==> src/rtl/legv8_pkg.sv <==
// Shared LEGv8 pipeline definitions: datapath width, zero register number,
// the ID/EX pipeline register layout and a load-hazard match helper.
package legv8_pkg;

    localparam int N = 64;
    localparam logic [4:0] XZR = 5'd31;

    typedef struct packed {
        logic         valid;
        logic         reg_write;
        logic         is_load;
        logic [4:0]   rd;
        logic [N-1:0] op1;
        logic [N-1:0] op2;
        logic [N-1:0] imm;
    } id_ex_t;

    // True when an in-flight load will write the register a source reads.
    function automatic logic load_match(
        input logic [4:0] src,
        input logic [4:0] rd,
        input logic       is_load,
        input logic       reg_write
    );
        return (src != XZR) && is_load && reg_write && (rd == src);
    endfunction

endpackage

==> src/rtl/id_ex_stage_fwd_mux.sv <==
// Single-operand forwarding mux: zero register, then EX/MEM, then MEM/WB,
// then the regfile read data.
module fwd_mux
    import legv8_pkg::*;
#(
    parameter int W = N
) (
    input  logic [4:0]   src,
    input  logic         src_used,
    input  logic [W-1:0] rf_data,
    input  logic         exmem_reg_write,
    input  logic         exmem_is_load,
    input  logic [4:0]   exmem_rd,
    input  logic [W-1:0] exmem_result,
    input  logic         memwb_reg_write,
    input  logic [4:0]   memwb_rd,
    input  logic [W-1:0] memwb_result,
    output logic [W-1:0] operand
);

    // Load data is not ready in EX/MEM, so only ALU results forward from there.
    always_comb begin
        operand = rf_data;
        if (!src_used || src == XZR) begin
            operand = '0;
        end else if (exmem_reg_write && exmem_rd == src && !exmem_is_load) begin
            operand = exmem_result;
        end else if (memwb_reg_write && memwb_rd == src) begin
            operand = memwb_result;
        end
    end

endmodule

==> src/rtl/id_ex_stage.sv <==
// LEGv8 decode-to-execute stage: operand forwarding, load-use hazard
// detection, the ID/EX pipeline register and a saturating stall counter.
module id_ex_stage
    import legv8_pkg::*;
(
    input  logic         clk,
    input  logic         reset_n,
    input  logic         id_valid,
    input  logic [4:0]   id_rn,
    input  logic [4:0]   id_rm,
    input  logic [4:0]   id_rd,
    input  logic         id_uses_rm,
    input  logic         id_reg_write,
    input  logic         id_is_load,
    input  logic [N-1:0] id_imm,
    output logic [4:0]   r1_addres,
    output logic [4:0]   r2_addres,
    input  logic [N-1:0] r1_output,
    input  logic [N-1:0] r2_output,
    input  logic         exmem_reg_write,
    input  logic         exmem_is_load,
    input  logic [4:0]   exmem_rd,
    input  logic [N-1:0] exmem_result,
    input  logic         memwb_reg_write,
    input  logic [4:0]   memwb_rd,
    input  logic [N-1:0] memwb_result,
    input  logic         flush,
    input  logic         ex_busy,
    output logic         id_stall,
    output logic         ex_valid,
    output logic         ex_reg_write,
    output logic         ex_is_load,
    output logic [4:0]   ex_rd,
    output logic [N-1:0] ex_op1,
    output logic [N-1:0] ex_op2,
    output logic [N-1:0] ex_imm,
    output logic [31:0]  stall_count
);

    id_ex_t       ex_q;
    logic [N-1:0] op1_fwd;
    logic [N-1:0] op2_fwd;
    logic         rn_hit;
    logic         rm_hit;
    logic         hz;

    assign r1_addres = id_rn;
    assign r2_addres = id_rm;

    fwd_mux #(.W(N)) u_fwd_rn (
        .src             (id_rn),
        .src_used        (1'b1),
        .rf_data         (r1_output),
        .exmem_reg_write (exmem_reg_write),
        .exmem_is_load   (exmem_is_load),
        .exmem_rd        (exmem_rd),
        .exmem_result    (exmem_result),
        .memwb_reg_write (memwb_reg_write),
        .memwb_rd        (memwb_rd),
        .memwb_result    (memwb_result),
        .operand         (op1_fwd)
    );

    fwd_mux #(.W(N)) u_fwd_rm (
        .src             (id_rm),
        .src_used        (id_uses_rm),
        .rf_data         (r2_output),
        .exmem_reg_write (exmem_reg_write),
        .exmem_is_load   (exmem_is_load),
        .exmem_rd        (exmem_rd),
        .exmem_result    (exmem_result),
        .memwb_reg_write (memwb_reg_write),
        .memwb_rd        (memwb_rd),
        .memwb_result    (memwb_result),
        .operand         (op2_fwd)
    );

    // A load in EX or EX/MEM cannot forward yet, so a dependent must wait.
    always_comb begin
        rn_hit = load_match(id_rn, ex_q.rd, ex_q.valid && ex_q.is_load, ex_q.reg_write)
              || load_match(id_rn, exmem_rd, exmem_is_load, exmem_reg_write);
        rm_hit = id_uses_rm
              && (load_match(id_rm, ex_q.rd, ex_q.valid && ex_q.is_load, ex_q.reg_write)
               || load_match(id_rm, exmem_rd, exmem_is_load, exmem_reg_write));
        hz     = id_valid && (rn_hit || rm_hit);
    end

    assign id_stall = hz || ex_busy;

    always_ff @(posedge clk or negedge reset_n) begin
        if (!reset_n) begin
            ex_q <= '0;
        end else if (flush) begin
            ex_q.valid <= 1'b0;
        end else if (!ex_busy) begin
            if (hz) begin
                ex_q.valid     <= 1'b0;
                ex_q.reg_write <= 1'b0;
                ex_q.is_load   <= 1'b0;
            end else begin
                ex_q <= '{valid:     id_valid,
                          reg_write: id_reg_write,
                          is_load:   id_is_load,
                          rd:        id_rd,
                          op1:       op1_fwd,
                          op2:       op2_fwd,
                          imm:       id_imm};
            end
        end
    end

    always_ff @(posedge clk or negedge reset_n) begin
        if (!reset_n) begin
            stall_count <= '0;
        end else if (id_stall && stall_count != 32'hFFFF_FFFF) begin
            stall_count <= stall_count + 32'd1;
        end
    end

    assign ex_valid     = ex_q.valid;
    assign ex_reg_write = ex_q.reg_write;
    assign ex_is_load   = ex_q.is_load;
    assign ex_rd        = ex_q.rd;
    assign ex_op1       = ex_q.op1;
    assign ex_op2       = ex_q.op2;
    assign ex_imm       = ex_q.imm;

endmodule

==> config.mk <==
export PLATFORM = sky130hd
export DESIGN_NAME = id_ex_stage
export DESIGN_NICKNAME = d
export VERILOG_FILES = /design/src/rtl/legv8_pkg.sv /design/src/rtl/id_ex_stage_fwd_mux.sv /design/src/rtl/id_ex_stage.sv
export SDC_FILE = /design/constraint.sdc
export NUM_CORES = 1
export LEC_CHECK = 0
export CAP_MARGIN = 5
export CORE_AREA = 2 2 233 235
export DETAILED_ROUTE_END_ITERATION = 6
export DIE_AREA = 0 0 235 237
export GPL_TIMING_DRIVEN = 0
export SLEW_MARGIN = 10
export SYNTH_ARGS = -nofsm -noshare
export SYNTH_HDL_FRONTEND = slang
export SYNTH_SLANG_ARGS = --single-unit
==> constraint.sdc <==
create_clock -name clk -period 2.5 [get_ports clk]
set_input_delay 0.375 -clock clk [delete_from_list [all_inputs] [get_ports clk]]
set_output_delay 0.375 -clock clk [all_outputs]
set_load 0.02 [all_outputs]
=== After elaboration in Yosys (flattened, before gate mapping) ===
Index checks and enable logic that the tools add are counted.

* Output and inout port bits: 243
* Input port bits: 356
* Logic and storage cells: 65
* Register bits after elaboration: 232

* Reduce and logical (&&, ||, !) cells: 31
* Bitwise operators: 3
* Add/sub/neg operators: 1
* Muxes and demuxes: 10
* Equality and inequality tests: 12

{| class="wikitable"
|+ Operators with widths
! cell !! count
|-
| $mux W64 || 6
|-
| $mux W200 || 1
|-
| $mux W197 || 1
|-
| $add A32 B1 Y32 const B || 1
|-
| $ne A32 B32 Y1 const B || 1
|-
| $eq A5 B5 Y1 || 6
|-
| $logic_and A1 B1 Y1 || 22
|-
| $eq A5 B5 Y1 const B || 2
|-
| $ne A5 B5 Y1 const B || 2
|-
| $logic_or A1 B1 Y1 || 5
|-
| $mux W3 || 1
|-
| $not A1 Y1 || 3
|-
| $reduce_and A3 Y1 || 1
|-
| $logic_not A1 Y1 || 2
|-
| $ne A2 B2 Y1 const B || 1
|-
| $reduce_and A2 Y1 || 1
|-
| $mux W1 || 1
|}

=== Logic depth before layout (Yosys ltp) ===
Gate-level depths: netlist of run 1.

* Depth in word-level cells: 11
* Mapped depth: 10
* Depth with buffers taken out: 6

=== Cells and area by module ===
From an unflattened synthesis of run 1, not the netlist that was laid out.

* Cell total of the unflattened synthesis: 1,294
* Area, all modules: 14,116.0 µm²

{| class="wikitable"
|+ Modules (own cells, without submodules)
! module !! cells each !! sequential area each (µm²) !! instances !! area each (µm²)
|-
| id_ex_stage || 622 || 5,805.6 || 1 || 9,334.0
|-
| fwd_mux || 336 || 0.0 || 2 || 2,391.0
|}

=== Worst setup path before layout of run 1 ===
No wires, ideal clock.

* Kind: register to register
* From: register ex_q (netlist bit ex_rd[2])
* To: register ex_q (netlist bit ex_op2[48])
* Data arrival time: 2,599 ps
* Setup time: 128 ps
* Path slack: -227 ps
* Stages on the path, launching flop included: 10
* Cells stage by stage: dfrtp_1 -> xor2_1 -> or4_1 -> nor4_1 -> o41a_1 -> or3_1 -> buf_2 -> buf_4 -> buf_2 -> mux2_1

* Longest elaborated chain between the ends: 8
* Elaborated cells between the ends (all ways): 11
* Classes of those cells: eq/ne: 2; bitwise: 1; reduce/logical: 8

{| class="wikitable"
|+ RTL lines
! element !! line !! text
|-
| from (decl) || id_ex_stage.sv:40 || <nowiki>id_ex_t ex_q;</nowiki>
|-
| from (signal assigned) || id_ex_stage.sv:101 || <nowiki>ex_q <= '{valid: id_valid,</nowiki>
|-
| $eq A5 B5 Y1 || legv8_pkg.sv:25 || <nowiki>return (src != XZR) && is_load && reg_write && (rd == src);</nowiki>
|-
| $logic_and A1 B1 Y1 || legv8_pkg.sv:25 ||
|-
| $logic_or A1 B1 Y1 || id_ex_stage.sv:84 || <nowiki>|| load_match(id_rm, exmem_rd, exmem_is_load, exmem_reg_write));</nowiki>
|-
| $logic_and A1 B1 Y1 || id_ex_stage.sv:83 || <nowiki>&& (load_match(id_rm, ex_q.rd, ex_q.valid && ex_q.is_load, ex_q.reg_write)</nowiki>
|-
| $logic_or A1 B1 Y1 * || id_ex_stage.sv:85 || <nowiki>hz = id_valid && (rn_hit || rm_hit);</nowiki>
|-
| $logic_and A1 B1 Y1 * || id_ex_stage.sv:85 ||
|-
| $not A1 Y1 (no line) * || n/a ||
|-
| $reduce_and A3 Y1 (no line) * || n/a ||
|}

Every way passes the cells marked *; elsewhere a longest branch is shown, timed or not.
A chain may end at the register's enable or synchronous reset.

=== Worst setup path after layout of run 1 ===
* From: register ex_q (netlist bit ex_reg_write)
* To: output id_stall

* Longest elaborated chain between the ends: 7
* Elaborated cells between the ends (all ways): 10
* Classes of those cells: reduce/logical: 10

{| class="wikitable"
|+ RTL lines
! element !! line !! text
|-
| $logic_and A1 B1 Y1 (2 in a row) || legv8_pkg.sv:25 ||
|-
| $logic_or A1 B1 Y1 || id_ex_stage.sv:84 ||
|-
| $logic_and A1 B1 Y1 || id_ex_stage.sv:83 ||
|-
| $logic_or A1 B1 Y1 * || id_ex_stage.sv:85 ||
|-
| $logic_and A1 B1 Y1 * || id_ex_stage.sv:85 ||
|-
| $logic_or A1 B1 Y1 * || id_ex_stage.sv:88 || <nowiki>assign id_stall = hz || ex_busy;</nowiki>
|-
| to (decl) || id_ex_stage.sv:29 || <nowiki>output logic id_stall,</nowiki>
|}

Marked as above.

==> flow_summary_export.csv, run 1 <==
group,metric,value,unit
outcome,status,"finished with violations",
outcome,violations,"negative setup slack",
floorplan,coreArea,53280,um2
synth,yosys.cell_types.count,37,
clock_network,cts_max_path_buffers,3,
synth,synthArstFlopShare,100.0,%
critical_path,cp.required,2.12,ns
critical_path,worstPathArrival,2.49,ns
route,remaining_drc_errors,0,
sta,setup_viol,200,
route,drt-initial-drc-count,500,
synth,synthesis.area,12530,um2
critical_path,path_depth,7,
layout,nets,2145,
critical_path,path_buf_inv,2,
synth,synth_flop_cell,"dfrtp_1",
critical_path,criticalPathCategory,"register to primary output",
sta,hold_slack,0.3502,ns
sta,setup_ws,-0.3680,ns
clock_network,cts-root-buf,"clkbuf_16",
run,maxCapViolCount,0,
critical_path,r2r_start,"ex_reg_write",
synth,synth.avg_cell_area,11.44,um2
sta,fmax,0.3487,GHz
sta,rsz0062_at_grt,"true",
floorplan,dieArea,55700,um2
power_and_ir_drop,p_leak,9.600,nW
layout,final_util,42.35,%
critical_path,r2r_end,"ex_imm[56]",
global_route,gr-total-overflow,0,
placement,place_hpwl,42.99,mm
placement,place.gp.congestion,0.8700,
global_route,grt_pass1_vias,12610,
route,dr.pass1.iters,5,
synth,synth_edf_count,0,
critical_path,end_kind,"primary output",
clock_network,cts_tree,"built",
critical_path,r2r_slack,-0.32,ns
critical_path,cp_top_family,"simple AND/OR/NAND/NOR gates",
global_route,grt_usage,19.77,%
floorplan,fp.dieW,235,um
route,vias,11900,
sta,finalCriticalPeriod,2.868,ns
critical_path,crit_end,"id_stall",
critical_path,critPathLaunch,"ex_reg_write",
floorplan,rows,85,
sta,slew_violations,0,
clock_network,h-tree-depth,1,
critical_path,startpoint_type,"register",
power_and_ir_drop,vdd_drop_max,0.0004903,V
layout,fin_area,22560,um2
synth,yosysSeqAreaShare,46.35,%
clock_network,cts_inserted_buffers,29,
clock_network,cts.clk_slew.worst_paths,0.06,ns
route,ant_nets,0,
sta,period_share,114.7,%
global_route,grt_antenna_before_repair,6,
floorplan,fp.dieH,237,um
route,via_per_inst,4.746,
critical_path,critPathMaxFanout,3,
critical_path,cp_cell_sequence,"nand3_2 > or4_4 > nor4_4 > o41a_1 > buf_4 > or2_4 > buf_6",
power_and_ir_drop,cellPowerDensity,596.8,nW/um2
critical_path,slowest_delay,0.57,ns
placement,dpl_cell_area,19500,um2
global_route,grt_max_degree,93,
floorplan,ios,599,
layout,drive_gt1_share,21.60,%
route,drt-total-wl,60.75,mm
placement,dp_cells,2390,
global_route,grt_pass1_wl,83.15,mm
synth,syn-num-nets,1452,
floorplan,start_util,23.51,%
placement,io_buffers,597,
route,post_drt_wl_per_cell,24.22,um
critical_path,critPathSlowestCell,"or4_4",
min_path,hp-class,"input pin to register",
sta,worstMarginPinSlew,1.042,ns
clock_network,clock_latency,0.58,ns
sta,maxSlewHeadroom,30.57,%
sta,finalHoldViolCount,0,
layout,area_delta_synth_final,80.14,%
layout,fin_cells,2508,
synth,ys_seq_elements,232,
clock_network,cts.sink_count,232,
sta,fin_skew,0.02289,ns
critical_path,rr_worst_depth,11,
synth,ys.warnings.count,0,
synth,syn_inst,1095,
==> Yosys cell counts (2+ instances only) <==
library cell	number	share of area, %
and2_1	4	0.20
dfrtp_1	232	46
o21ai_0	5	0.20
nand2_1	10	0.30
inv_1	5	0.15
buf_1	8	0.24
nor4_1	7	0.35
buf_4	20	1.2
or3_1	2	0.10
buf_2	20	0.80
mux2_1	192	17
nor2_1	141	4.2
mux2_2	6	0.54
nor4bb_1	2	0.16
nand4_1	4	0.20
nand3_1	11	0.44
and4_1	6	0.42
and3_1	12	0.60
o211ai_1	12	0.72
a211oi_1	128	7.7
xor2_1	22	1.5
xnor2_1	38	2.7
mux2i_1	128	10
clkbuf_1	51	1.5
o21ai_1	3	0.12
o2111ai_1	15	1.0
==> repair_timing <==
item / 4_1_cts / 5_1_grt
endpoints found under the setup margin: 231 / 230
hold buffers: 1 / 0
pin swaps: 3 / 5
resized for setup: 106 / 249
setup buffers: 24 / 28
endpoints found under the hold margin: 84 / 0
cloned: 7 / 16
==> cells by family (layout without fill, tap and decap cells) <==
logic type / count (synthesis) / after routing / synth area share [%]
other: 0 / 2 / 0
buffers and inverters: 105 / 820 / 4.006
XOR/XNOR: 60 / 60 / 4.195
adder cells (fa/ha/maj): 1 / 1 / 0.09987
flip-flops: 232 / 232 / 46.35
AO/OA/AOI/OAI: 168 / 168 / 10.08
AND/OR/NAND/NOR: 203 / 203 / 7.242
multiplexers: 326 / 326 / 28.03
==> cell usage in the layout, fill, tap and decap left out, drive strengths merged, types with 11 or more instances in the layout <==
cell / instances
a211oi: 128
and3: 12
buf: 102
clkbuf: 106
clkdlybuf4s50: 585
dfrtp: 232
mux2: 198
mux2i: 128
nand3: 11
nor2: 141
o2111ai: 15
o211ai: 12
xnor2: 38
xor2: 22
==> flip-flops by register name (all words and copies together), names as in the netlist <==
name and cells:
ex_imm 64, ex_is_load 1, ex_op1 64, ex_op2 64
ex_rd 5, ex_reg_write 1, ex_valid 1, stall_count 32
==> tightest hold or removal path: cells and delay by family <==
| kind | cells | cell delay (ns) |
|---|---|---|
| compound gates | 1 | 0.05 |
| buf+inv | 2 | 0.47 |
==> power breakdown <==
group / internal, mW / switching, mW
clock network: 2.56 / 1.78
registers: 4.31 / 0.381
logic: 2.53 / 1.91
total: 9.40 / 4.07
==> routing by layer <==
metal	routed length (um)	vias to the layer above	global-route usage [%]	part of all wire [%]
met3	4898	84	5.980	8.1
met1	24600	5903	23.45	40
met2	29630	495	34.74	49
li1	-	5413	-	-
met5	55	-	0	0.091
met4	1565	8	4.948	2.6
==> stage by stage <==
| step | power [mW] | setup TNS, ns | setup WS [ns] |
|---|---|---|---|
| 5_1_grt | 14.02 | -60.68 | -0.4250 |
| 2_1_floorplan | 6.190 | 0 | 0.0005638 |
| 6_report | 13.47 | -49.02 | -0.3680 |
| 4_1_cts | 13.07 | -72.66 | -0.4587 |
| 3_3_place_gp | 8.422 | -2489.59 | -10.58 |
| 3_5_place_dp | 8.470 | -251.11 | -1.320 |
==> worst min path at each step <==
stage | from | depth (start not counted) | slack, ns | to
after floorplan | reset_n | 0 | 0.08 | ex_imm[0]
after global placement | ex_op2[37] | 1 | 0.47 | ex_op2[37]
after detailed placement | reset_n | 1 | 0.43 | stall_count[25]
after CTS | id_is_load | 3 | 0.30 | ex_is_load
after global routing | id_is_load | 3 | 0.33 | ex_is_load
final | id_is_load | 3 | 0.35 | ex_is_load
==> final cells by class <==
type	instances	area (um2)
fillers	5049	30720
repair buffers	673	7246
multi-input cells	758	7024
flip-flops and latches	232	5814
well taps	696	870.8
clock buffers	42	814.5
plain buffers	89	631.9
clock inverters	11	138.9
inverters	5	18.77
diodes	2	5.005
No activity file was read; power rests on OpenSTA's default activity.
==> run 2: changes to the inputs <==
CAP_MARGIN = 0   (was 5)
PLACE_DENSITY = 0.52   (was unset)
==> run 2 against run 1 <==
Compared with the run above:
- worst setup slack improved by 0.11 ns
- the flow still finishes with violations (negative setup slack)
- first-iteration DRC count rose by 18%
- cell area rose by 1.3%
- flip-flop and latch count did not move
- global-route usage rose by 1.4 points
- sequential power barely moved
- largest cell class unchanged
==> flow_summary_export.csv, run 2 (synthesized netlist as in run 1, its figures left out) <==
group,metric,value,unit
route,via_per_inst,4.711,
floorplan,fp.dieH,237,um
global_route,grt_usage,21.12,%
critical_path,r2r_start,"ex_rd[4]",
route,drt-total-wl,61.48,mm
clock_network,clock_latency,0.58,ns
sta,slew_violations,0,
route,remaining_drc_errors,0,
power_and_ir_drop,p_leak,9.630,nW
critical_path,r2r_slack,-0.25,ns
sta,maxSlewHeadroom,41.31,%
sta,worstMarginPinSlew,0.8803,ns
layout,drive_gt1_share,21.76,%
critical_path,crit_top_cell,"buf_12",
sta,fmax,0.3630,GHz
critical_path,worstPathArrival,3.20,ns
sta,setup-tns-final,-32.61,ns
critical_path,critPathSlowestCell,"or3_4",
global_route,grt_antenna_before_repair,11,
sta,setup_viol,197,
outcome,violations,"negative setup slack",
global_route,grt_max_degree,99,
run,maxCapViolCount,0,
critical_path,startpoint_type,"register",
floorplan,ios,599,
critical_path,cp.required,2.95,ns
placement,dpl_cell_area,19500,um2
power_and_ir_drop,pwr-share-comb,32.3,%
power_and_ir_drop,pwr-share-clk,33.9,%
clock_network,h-tree-depth,1,
floorplan,dieArea,55700,um2
placement,io_buffers,597,
floorplan,start_util,23.51,%
critical_path,cp_cell_sequence,"buf_6 > xnor2_2 > nand4_1 > nor4_1 > o41a_1 > or3_4 > buf_12 > buf_16 > buf_12 > buf_12 > mux2_4",
layout,nets,2153,
power_and_ir_drop,cellPowerDensity,607.4,nW/um2
outcome,status,"finished with violations",
critical_path,rr_worst_depth,11,
route,ant_nets,0,
sta,hold_slack,0.3147,ns
power_and_ir_drop,p_seq_share,33.8,%
critical_path,slowest_delay,0.48,ns
critical_path,criticalPathCategory,"register to register",
placement,place.gp.congestion,0.8658,
global_route,grt_pass1_wl,88.49,mm
critical_path,cp_top_family,"buffers and inverters",
critical_path,path_buf_inv,5,
power_and_ir_drop,switching_power,4.146,mW
layout,layout_common_cells,"585 x clkdlybuf4s50_1, 225 x dfrtp_1, 184 x mux2_4",
clock_network,cts.sink_count,232,
route,post_drt_wl_per_cell,24.38,um
sta,finalCriticalPeriod,2.755,ns
power_and_ir_drop,swShare,29.85,%
sta,finalHoldViolCount,0,
layout,multi_input_area,7000,um2
layout,final.fill_count,5139,
floorplan,coreArea,53280,um2
power_and_ir_drop,internal_power,9.744,mW
layout,final_util,42.92,%
layout,fin_area,22870,um2
clock_network,cts_tree,"built",
critical_path,r2r_end,"ex_op2[5]",
placement,place_hpwl,44.14,mm
layout,area_delta_synth_final,82.57,%
clock_network,cts_max_path_buffers,3,
clock_network,cts_inserted_buffers,30,
route,vias,11880,
critical_path,end_kind,"register",
sta,rsz0062_at_grt,"true",
floorplan,fp.dieW,235,um
route,dr.pass1.iters,5,
min_path,hp-class,"input pin to asynchronous set/reset pin",
clock_network,cts-root-buf,"clkbuf_16",
global_route,grt_pass1_vias,12830,
power_and_ir_drop,p_total,13.89,mW
global_route,gr-total-overflow,0,
route,drt-initial-drc-count,589,
power_and_ir_drop,vdd_drop_max,0.0004684,V
floorplan,rows,85,
sta,period_share,110.2,%
layout,mostFrequentLayoutCell,"clkdlybuf4s50_1",
sta,setup_ws,-0.2549,ns
clock_network,cts.clk_slew.worst_paths,0.07,ns
layout,seq_area,5814,um2
critical_path,critPathMaxFanout,5,
sta,fin_skew,0.01322,ns
==> run 2: power groups by stage <==
| stage | Sequential [mW] | Clock, mW | Combinational (mW) |
|---|---|---|---|
| 6_report | 4.69 | 4.71 | 4.49 |
| 5_1_grt | 4.76 | 4.99 | 4.72 |
| 4_1_cts | 4.68 | 4.85 | 4.45 |
| 3_5_place_dp | 4.73 | 0 | 3.77 |
| 3_3_place_gp | 4.71 | 0 | 3.74 |
| 2_1_floorplan | 5.35 | 0 | 0.836 |
==> run 2: how the worst max path moves through the flow <==
stage / from / end / slack [ns] / depth (start not counted)
floorplan: stall_count[9] / stall_count[17] / 0.0006 / 10
global placement: reset_n / ex_rd[2] / -10.97 / 1
detailed placement: id_rm[2] / ex_op2[0] / -1.38 / 10
CTS: ex_valid / id_stall / -0.28 / 6
global route: ex_rd[2] / id_stall / -0.32 / 6
finish: ex_rd[4] / ex_op2[5] / -0.25 / 11
==> run 2: layout make-up <==
type                            count  area share, %
Clock inverter                     16         0.8371
Buffer                             95          3.343
Sequential cell                   232          25.43
Inverter                            5        0.08207
Timing Repair Buffer              674          31.98
Clock buffer                       40          3.846
Antenna cell                        6        0.06566
Tap cell                          696          3.808
Multi-Input combinational cell    758          30.61
==> run 2: per-stage QoR <==
stage	worst slack [ns]	instances
after floorplan	0.0005638	1095
after global placement	-10.97	2388
after detailed placement	-1.376	2390
after CTS	-0.2793	2495
after global routing	-0.3204	2519
final	-0.2549	2522
==> run 2: repair_timing <==
item	CTS	global route
hold buffers	1	0
pin swaps	2	6
endpoints found under the hold margin	38	0
resized for setup	302	34
gates cloned	18	5
setup buffers	35	17
endpoints found under the setup margin	231	222
==> run 2: per-layer routing <==
metal,track usage (%),vias to the layer above,share of wire (%)
met5,0,-,0.13
met4,4.737,14,1.8
met3,5.945,70,7.2
met2,38.29,424,51
met1,24.58,5949,40
li1,-,5423,-
==> RTL edit, RTL diff (settings of run 2) <==
Register the output `stall_count` once more, cleared by the reset; this adds one clock of latency there. The other outputs are not delayed to match.
--- a/src/rtl/id_ex_stage.sv
+++ b/src/rtl/id_ex_stage.sv
@@ -36,6 +36,8 @@
     output logic [N-1:0] ex_imm,
     output logic [31:0]  stall_count
 );
+
+    logic [31:0] stall_count_s0;
 
     id_ex_t       ex_q;
     logic [N-1:0] op1_fwd;
@@ -111,9 +113,9 @@
 
     always_ff @(posedge clk or negedge reset_n) begin
         if (!reset_n) begin
-            stall_count <= '0;
-        end else if (id_stall && stall_count != 32'hFFFF_FFFF) begin
-            stall_count <= stall_count + 32'd1;
+            stall_count_s0 <= '0;
+        end else if (id_stall && stall_count_s0 != 32'hFFFF_FFFF) begin
+            stall_count_s0 <= stall_count_s0 + 32'd1;
         end
     end
 
@@ -125,5 +127,13 @@
     assign ex_op2       = ex_q.op2;
     assign ex_imm       = ex_q.imm;
 
+    always_ff @(posedge clk or negedge reset_n) begin
+        if (!reset_n) begin
+            stall_count <= '0;
+        end else begin
+            stall_count <= stall_count_s0;
+        end
+    end
+
 endmodule
 
Formal check against the unedited RTL: not equivalent (Yosys sat finds a counterexample within 4 cycles, from zero or initial values and one cycle with reset_n low).
==> RTL edit against run 2 <==
Clock skew up 1.6 ps; area after synthesis up 7.5%; combinational power down 8.7%; worst setup slack worse by 130 ps; the flow still finishes with violations (setup timing); power up 5.4%; final area down 2.6%; wire length down 2.9%; maximum frequency down 4.5%; sequential cell count up 32.
==> RTL edit: results (changes against run 2) <==
total track usage 20.83% (-0.29 points); CP peak stage delay 520 ps (+40 ps); clk_lat worst skew 530 ps (-50 ps); top cells by count, synth dfrtp_1, mux2_2, nor2_1; Mapped Nets 1501 (+3.4%); post-CTS sizing 87 (-71%); Lkg Pwr 8.714 nW (-9.5%); failing checks setup timing; Post-CTS Setup Bufs 18 (-49%); Num CTS Buffers 36 (+20%); skew final 14.77 ps (+1.551 ps); DP Area 20380 um2 (+4.5%); Hold Crit Class in -> reg; RD Place Congestion 0.9217 (+6.5%); Final WS setup -383.5 ps (-128.6 ps); synth unique cells 41 (+11%); Post-Synthesis Cells 1144 (+4.5%); Multi-input gate area 6376 um2 (-8.9%); drt total wl 59690 um (-2.9%); post-synthesis sequential area ratio 49.08% (+2.7 points); status complete, but fails checks; CP startpoint ex_rd[0]; Final Setup Violations 222 (+13%); initial drt markers 573 (-2.7%); Post-Layout Cell Count 2533 (+0.44%); register-to-register setup slack -350 ps (-100 ps); RR Endpoint ex_imm[60]; Top Family by Delay on Critical Path simple AND/OR/NAND/NOR gates; crit path max fanout 3 (-2)
RTL edit: changes by cell type in the layout (fill, tap and decap cells not counted), sizes merged, moves of 7 or more:
cell           before  now
dfrtp             232  264
clkdlybuf4s50     585  592
clkbuf             94  122
o211ai             12    4
o2111ai            15    3
buf               118   58
nor3                0    9
o21ai               8   25
RTL edit: metal layers:
metal  vias up  global-route usage, %  share of wire (%)
met5         -                      0              0.057
met4         6                  7.192                2.7
met3        83                  6.190                7.4
met2       452                  34.80                 48
met1      5946                  25.55                 42
li1       5500                      -                  -
RTL edit: worst min path at each step:
stage | slack (ps) | from | endpoint | cells past startpoint
after floorplan | 80 | reset_n | ex_imm[0] | 0
after global placement | 420 | stall_count_s0[13] | stall_count[13] | 0
after detailed placement | 410 | stall_count_s0[13] | stall_count[13] | 0
after CTS | 370 | flush | ex_valid | 2
after global routing | 390 | flush | ex_valid | 2
final | 410 | flush | ex_valid | 2
RTL edit: cells by family (layout without fill, tap and decap cells):
logic type / Yosys count / in the layout / synth area share (%)
AOI/OAI and AO/OA: 170 / 170 / 9.203
xor gates and xnor gates: 61 / 61 / 3.969
adders and majority gates: 1 / 1 / 0.09294
buffers and inverters: 99 / 785 / 3.876
DFF: 264 / 264 / 49.08
muxes: 326 / 326 / 26.36
other: 0 / 7 / 0
and+or+nand+nor: 223 / 223 / 7.418
RTL edit: layout make-up:
class	count	area share, %
diodes	7	0.07866
multi-input cells	781	28.63
inverters	2	0.03371
repair buffers	627	28.75
clock buffers	54	4.804
clock inverters	7	0.5226
flip-flops and latches	264	29.68
plain buffers	95	3.579
well taps	696	3.911
RTL edit: power by group:
part / switching, W / internal (W)
Sequential: 0.000391 / 0.00491
Clock: 0.00200 / 0.00325
Combinational: 0.00188 / 0.00222
